<file path="src/rtl/bitmap_pkg.sv">
// bitmap_pkg: shared scan geometry, FSM state encoding and ROM row type.
package bitmap_pkg;
    localparam int ROWS   = 48;
    localparam int COLS   = 64;
    localparam int ADDR_W = 6;
    localparam int COL_W  = 6;
    typedef enum logic [1:0] {IDLE, FETCH, SHIFT, DONE} scan_state_t;
    typedef logic [COLS-1:0] row_t;
endpackage

</file>
<file path="src/rtl/bitmap_row_scanner_if.sv">
// bitmap_row_scanner_if: pixel stream with valid/ready handshake and frame markers.
interface bitmap_row_scanner_if;
    import bitmap_pkg::*;
    logic              pix_valid;
    logic              pix_ready;
    logic              pix_data;
    logic [ADDR_W-1:0] pix_row;
    logic [COL_W-1:0]  pix_col;
    logic              sof;
    logic              eol;
    logic              eof;
    modport master(output pix_valid, pix_data, pix_row, pix_col, sof, eol, eof, input pix_ready);
    modport slave(input pix_valid, pix_data, pix_row, pix_col, sof, eol, eof, output pix_ready);
endinterface

</file>
<file path="src/rtl/row_serializer.sv">
// row_serializer: loads one ROM row and shifts it out MSB-first, one pixel per transfer.
module row_serializer
    import bitmap_pkg::*;
(
    input  logic             clk,
    input  logic             rst_n,
    input  logic             clr,
    input  logic             load,
    input  logic             active,
    input  logic             ready,
    input  row_t             data,
    output logic             msb,
    output logic [COL_W-1:0] col,
    output logic             eol,
    output logic             xfer
);
    row_t shreg;
    always_comb begin
        xfer = active && ready;
        eol  = active && col == COL_W'(COLS-1);
        msb  = shreg[COLS-1];
    end
    always_ff @(posedge clk) begin
        if (!rst_n || clr) begin
            shreg <= '0;
            col   <= '0;
        end else if (load) begin
            shreg <= data;
        end else if (xfer) begin
            shreg <= {shreg[COLS-2:0], 1'b0};
            col   <= eol ? '0 : col + 1'b1;
        end
    end
endmodule

</file>
<file path="src/rtl/bitmap_row_scanner.sv">
// bitmap_row_scanner: walks the bitmap ROM row by row and streams its pixels.
module bitmap_row_scanner
    import bitmap_pkg::*;
#(
    parameter bit INVERT = 1'b0
) (
    input  logic                 clk,
    input  logic                 rst_n,
    input  logic                 start,
    input  logic                 abort,
    output logic [ADDR_W-1:0]    rom_addr,
    input  row_t                 rom_data,
    output logic                 busy,
    output logic                 done,
    bitmap_row_scanner_if.master pix
);
    scan_state_t       state, next_state;
    logic [ADDR_W-1:0] row;
    logic [COL_W-1:0]  col;
    logic              msb, eol, xfer, last_row;
    assign last_row = row == ADDR_W'(ROWS-1);
    row_serializer u_ser (
        .clk(clk), .rst_n(rst_n), .clr(abort || state == IDLE), .load(state == FETCH),
        .active(state == SHIFT), .ready(pix.pix_ready), .data(rom_data),
        .msb(msb), .col(col), .eol(eol), .xfer(xfer)
    );
    always_ff @(posedge clk) begin
        if (!rst_n) begin
            state <= IDLE;
            row   <= '0;
        end else begin
            state <= next_state;
            if (abort || state == IDLE || state == DONE)
                row <= '0;
            else if (xfer && eol && !last_row)
                row <= row + 1'b1;
        end
    end
    // abort outranks every transition, including a start seen in IDLE
    always_comb begin
        next_state = abort           ? IDLE :
                     state == IDLE   ? (start ? FETCH : IDLE) :
                     state == FETCH  ? SHIFT :
                     state == SHIFT  ? ((xfer && eol) ? (last_row ? DONE : FETCH) : SHIFT) :
                                       IDLE;
    end
    always_comb begin
        rom_addr      = row;
        busy          = state != IDLE;
        done          = state == DONE;
        pix.pix_valid = state == SHIFT;
        pix.pix_data  = msb ^ INVERT;
        pix.pix_row   = row;
        pix.pix_col   = col;
        pix.sof       = state == SHIFT && row == '0 && col == '0;
        pix.eol       = eol;
        pix.eof       = eol && last_row;
    end
endmodule
</file>
<file path="src/flat_wrapper.sv">
// flat-port wrapper written by rule: the top's interface ports become plain ports
module bitmap_row_scanner_flat import bitmap_pkg::*;
#(
    parameter bit INVERT = 1'b0
)
  (clk, rst_n, start, abort, rom_addr, rom_data, busy, done, pix_pix_valid, pix_pix_data, pix_pix_row, pix_pix_col, pix_sof, pix_eol, pix_eof, pix_pix_ready);
  bitmap_row_scanner_if pix_i ();
  input  logic clk;
  input  logic rst_n;
  input  logic start;
  input  logic abort;
  output logic [ADDR_W-1:0] rom_addr;
  input  row_t rom_data;
  output logic busy;
  output logic done;
  output wire logic [$bits(pix_i.pix_valid)-1:0] pix_pix_valid;
  output wire logic [$bits(pix_i.pix_data)-1:0] pix_pix_data;
  output wire logic [$bits(pix_i.pix_row)-1:0] pix_pix_row;
  output wire logic [$bits(pix_i.pix_col)-1:0] pix_pix_col;
  output wire logic [$bits(pix_i.sof)-1:0] pix_sof;
  output wire logic [$bits(pix_i.eol)-1:0] pix_eol;
  output wire logic [$bits(pix_i.eof)-1:0] pix_eof;
  input wire logic [$bits(pix_i.pix_ready)-1:0] pix_pix_ready;
  assign pix_pix_valid = pix_i.pix_valid;
  assign pix_pix_data = pix_i.pix_data;
  assign pix_pix_row = pix_i.pix_row;
  assign pix_pix_col = pix_i.pix_col;
  assign pix_sof = pix_i.sof;
  assign pix_eol = pix_i.eol;
  assign pix_eof = pix_i.eof;
  assign pix_i.pix_ready = pix_pix_ready;
  bitmap_row_scanner #(.INVERT(INVERT)) u_core (.clk(clk), .rst_n(rst_n), .start(start), .abort(abort), .rom_addr(rom_addr), .rom_data(rom_data), .busy(busy), .done(done), .pix(pix_i));
endmodule
</file>
<file path="config.mk">
export PLATFORM = sky130hd
export DESIGN_NAME = bitmap_row_scanner_flat
export DESIGN_NICKNAME = d
export VERILOG_FILES = /design/src/rtl/bitmap_pkg.sv /design/src/rtl/bitmap_row_scanner_if.sv /design/src/rtl/row_serializer.sv /design/src/rtl/bitmap_row_scanner.sv /design/src/flat_wrapper.sv
export SDC_FILE = /design/constraint.sdc
export NUM_CORES = 1
export LEC_CHECK = 0
export ABC_AREA = 1
export CAP_MARGIN = 30
export CORE_MARGIN = 2
export CORE_UTILIZATION = 35
export CTS_CLUSTER_SIZE = 24
export DETAILED_ROUTE_END_ITERATION = 10
export HOLD_SLACK_MARGIN = 0.03
export PLACE_DENSITY = 0.68
export REMOVE_ABC_BUFFERS = 1
export SYNTH_ARGS = -nofsm -noshare
export SYNTH_HDL_FRONTEND = slang
export SYNTH_SLANG_ARGS = --single-unit
</file>
<file path="constraint.sdc">
create_clock -name clk -period 2.45 [get_ports clk]
set_clock_uncertainty 0.2 [all_clocks]
set_input_delay 0.49 -clock clk [delete_from_list [all_inputs] [get_ports clk]]
set_output_delay 0.49 -clock clk [all_outputs]
set_load 0.1 [all_outputs]
</file>
==> results.sh <==
export IMPL_maxSlewHeadroom_pct=81.5
export IMPL_fin_util_pct=50.1
export IMPL_grt_max_degree=61
export IMPL_synth_most_common_cell="nand2_1"
export IMPL_grt_usage_pct=16.3
export IMPL_final_cells=651
export IMPL_drv_cap=0
export IMPL_rsz0062_at_grt="false"
export IMPL_antenna_found_initial=0
export IMPL_vias=3206
export IMPL_synthMuxAreaShare_pct=0
export IMPL_fin_tns_setup_ps=0
export IMPL_seq_area_um2=1580
export IMPL_crit_family="simple AND/OR/NAND/NOR gates"
export IMPL_synth_compound_area_share_pct=19.2
export IMPL_finalMaxSlewViolations=0
export IMPL_fmax_mhz=429
export IMPL_endpoint_kind="output pin"
export IMPL_tightest_slew_ps=276
export IMPL_synth_common_cells="nand2_1, dfxtp_1, a21oi_1"
export IMPL_synthArstFlopShare_pct=0
export IMPL_coreArea_um2=9330
export IMPL_cts_tree="built"
export IMPL_syn_area_per_cell_um2=7.72
export IMPL_clkTransAtPathRegs_ps=80
export IMPL_start_util_pct=36.3
export IMPL_synth_yosys_seq_area_share_pct=46.2
export IMPL_port_buffers=93
export IMPL_cts_buffer_depth=2
export IMPL_avgRoutedWirePerCell_um=12.6
export IMPL_n_antenna_cell=0
export IMPL_fin_crit_sh_pct=95.2
export IMPL_boundaryPins=94
export IMPL_filler_cell_count=903
export IMPL_ys_warn_count=0
export IMPL_setup_ws_ps=118
export IMPL_die_area_um2=10500
export IMPL_p_leak_nw=1.51
export IMPL_slowest_stage="dfxtp_4"
export IMPL_synth_top_area_cell="dfxtp_1"
export IMPL_synth_top_family_by_area="simple AND/OR/NAND/NOR gates"
export IMPL_crit_chain="ha_1 -> nand2_1 -> nor2_4 -> nand3_4 -> nor2_2 -> buf_12"
export IMPL_clk_latency_ps=350
export IMPL_areaGrowthSynthToFinish_pct=38.0
export IMPL_cts_root_buf="clkbuf_8"
export IMPL_setup_viol=0
export IMPL_post_cts_buffers=0
export IMPL_place_ws_ps=279
export IMPL_hold_path_class="reg2reg"
export IMPL_critPathMaxFanout=7
export IMPL_layout_nets=590
export IMPL_die_y_um=102
export IMPL_grt_overflow_total=0
export IMPL_critPathArrivalTime_ps=1640
export IMPL_synth_fa_ha_area_share_pct=1.48
export IMPL_grt_pass1_vias=2948
export IMPL_drive_above_1_share_pct=13.6
export IMPL_dp_hpwl_um=5600
export IMPL_fp_dieW_um=102
export IMPL_synth_top_cells_by_area="dfxtp_1, nand2_1, a22oi_1"
export IMPL_crit_buf_inv=1
export IMPL_yosysTopAreaCellShare_pct=46.2
export IMPL_synthDistinctLibCells=26
export IMPL_routed_via_density=4.92
export IMPL_netlist_area_um2=3380
export IMPL_synth_xor_area_share_pct=0.777
export IMPL_cts_max_level=3
export IMPL_synthSimpleGateAreaFrac_pct=24.3
export IMPL_multi_input_area_um2=1570
export IMPL_row_count=35
export IMPL_drt_pass1_iter_count=4
export IMPL_layout_min_cycle_time_ps=2330
export IMPL_path_class="reg2out"
export IMPL_pwr_density_cell_nw_per_um2=549
export IMPL_synth_seq_cells=78
export IMPL_dp_cells=635
export IMPL_postRouteAntennaNets=0
export IMPL_final_hold_viol_count=0
export IMPL_synth_top_flop_cell="dfxtp_1"
export IMPL_status="finished, final reports clean"
export IMPL_worstSetupStartpointType="register"
export IMPL_drt_iter0_markers=141
export IMPL_crit_path_max_incr_delay_ps=390
export IMPL_synth_edf_count=0
export IMPL_cp_required_ps=1760
export IMPL_syn_inst=438
export IMPL_numClockSinks=78
export IMPL_vdd_ir_drop_max_uv=240
export IMPL_place_congestion=0.894
export IMPL_cts_buffers=9
export IMPL_finalWirelength_um=8210
export IMPL_drt_drc_violations_left=0
export IMPL_grt_first_pass_wirelength_um=13500
report_power, final:
group	internal, W	leakage (nW)	switching [W]
combinational	0.000120	0.768	0.0000727
sequential	0.00127	0.632	0.00000238
clock	0.000608	0.113	0.000494
kinds of logic after synthesis:
group                      Yosys count
DFF                                 78
buffers and inverters               55
adders and majority gates            4
xor gates and xnor gates             3
AOI/OAI and AO/OA                  105
and+or+nand+nor                    193
cell usage in the layout (no fill, tap or decap), types with 4 or more instances in the layout:
master and instances:
nand2_1 143, dfxtp_1 73, clkdlybuf4s50_1 68, a21oi_1 40, a31oi_1 30, a22oi_1 29
buf_4 21, nor2_1 19, inv_1 17, nand3_1 13, clkbuf_8 10, buf_12 10
inv_2 6, nor3_1 4, o221ai_1 4
through the flow:
step	total power, W	instance area (um2)	hold WS, ps
after floorplan	0.00135	3200	241
after global placement	0.00149	4400	252
after detailed placement	0.00149	4400	257
after CTS	0.00260	4640	269
after global routing	0.00265	4670	291
final	0.00256	4670	267
per-layer routing:
metal | part of all wire (%) | wire length, um | vias to the layer above | global-route usage [%]
met3 | 5.0 | 408 | 12 | 3.63
li1 | - | - | 1630 | -
met1 | 45 | 3670 | 1480 | 20.6
met4 | 1.9 | 158 | 0 | 6.67
met5 | 0 | 0 | - | 0
met2 | 48 | 3970 | 84 | 27.0
worst reg2reg max path: cells and delay by family, from the launching register on:
| family | cells | cell delay [ps] |
|---|---|---|
| and+or+nand+nor | 4 | 790 |
| DFF | 1 | 380 |
| adders and majority gates | 1 | 190 |
| AOI/OAI and AO/OA | 1 | 60 |
state kept, by name, summed over array words and instances (netlist names):
register and flops:
u_core.u_ser.shreg 64, u_core.pix.pix_row 6, u_core.u_ser.col 6, u_core.state 2
final timing paths:
kind	cells past startpoint	endpoint	slack (ps)	start
max	6	pix_eof	120	u_core.pix.pix_row[0]
min	2	u_core.u_ser.shreg[50]	270	u_core.u_ser.shreg[50]
max reg2reg	6	u_core.pix.pix_row[3]	730	u_core.u_ser.col[0]
min reg2reg	2	u_core.u_ser.shreg[50]	270	u_core.u_ser.shreg[50]
repair_timing:
action                     in CTS  in global routing
gates cloned                    0                  0
pin swaps                       0                  0
hold buffers                    0                  0
gates resized for setup         3                 10
setup endpoints to repair       1                  3
layout make-up:
type / count / share of cell area (%)
clock inverter: 6 / 2.01
inverter: 24 / 1.96
timing repair buffer: 99 / 22.2
multi-input combinational: 305 / 33.7
sequential: 78 / 33.7
tap: 129 / 3.46
clock buffer: 10 / 2.95
(Power assumes the default switching activity.)
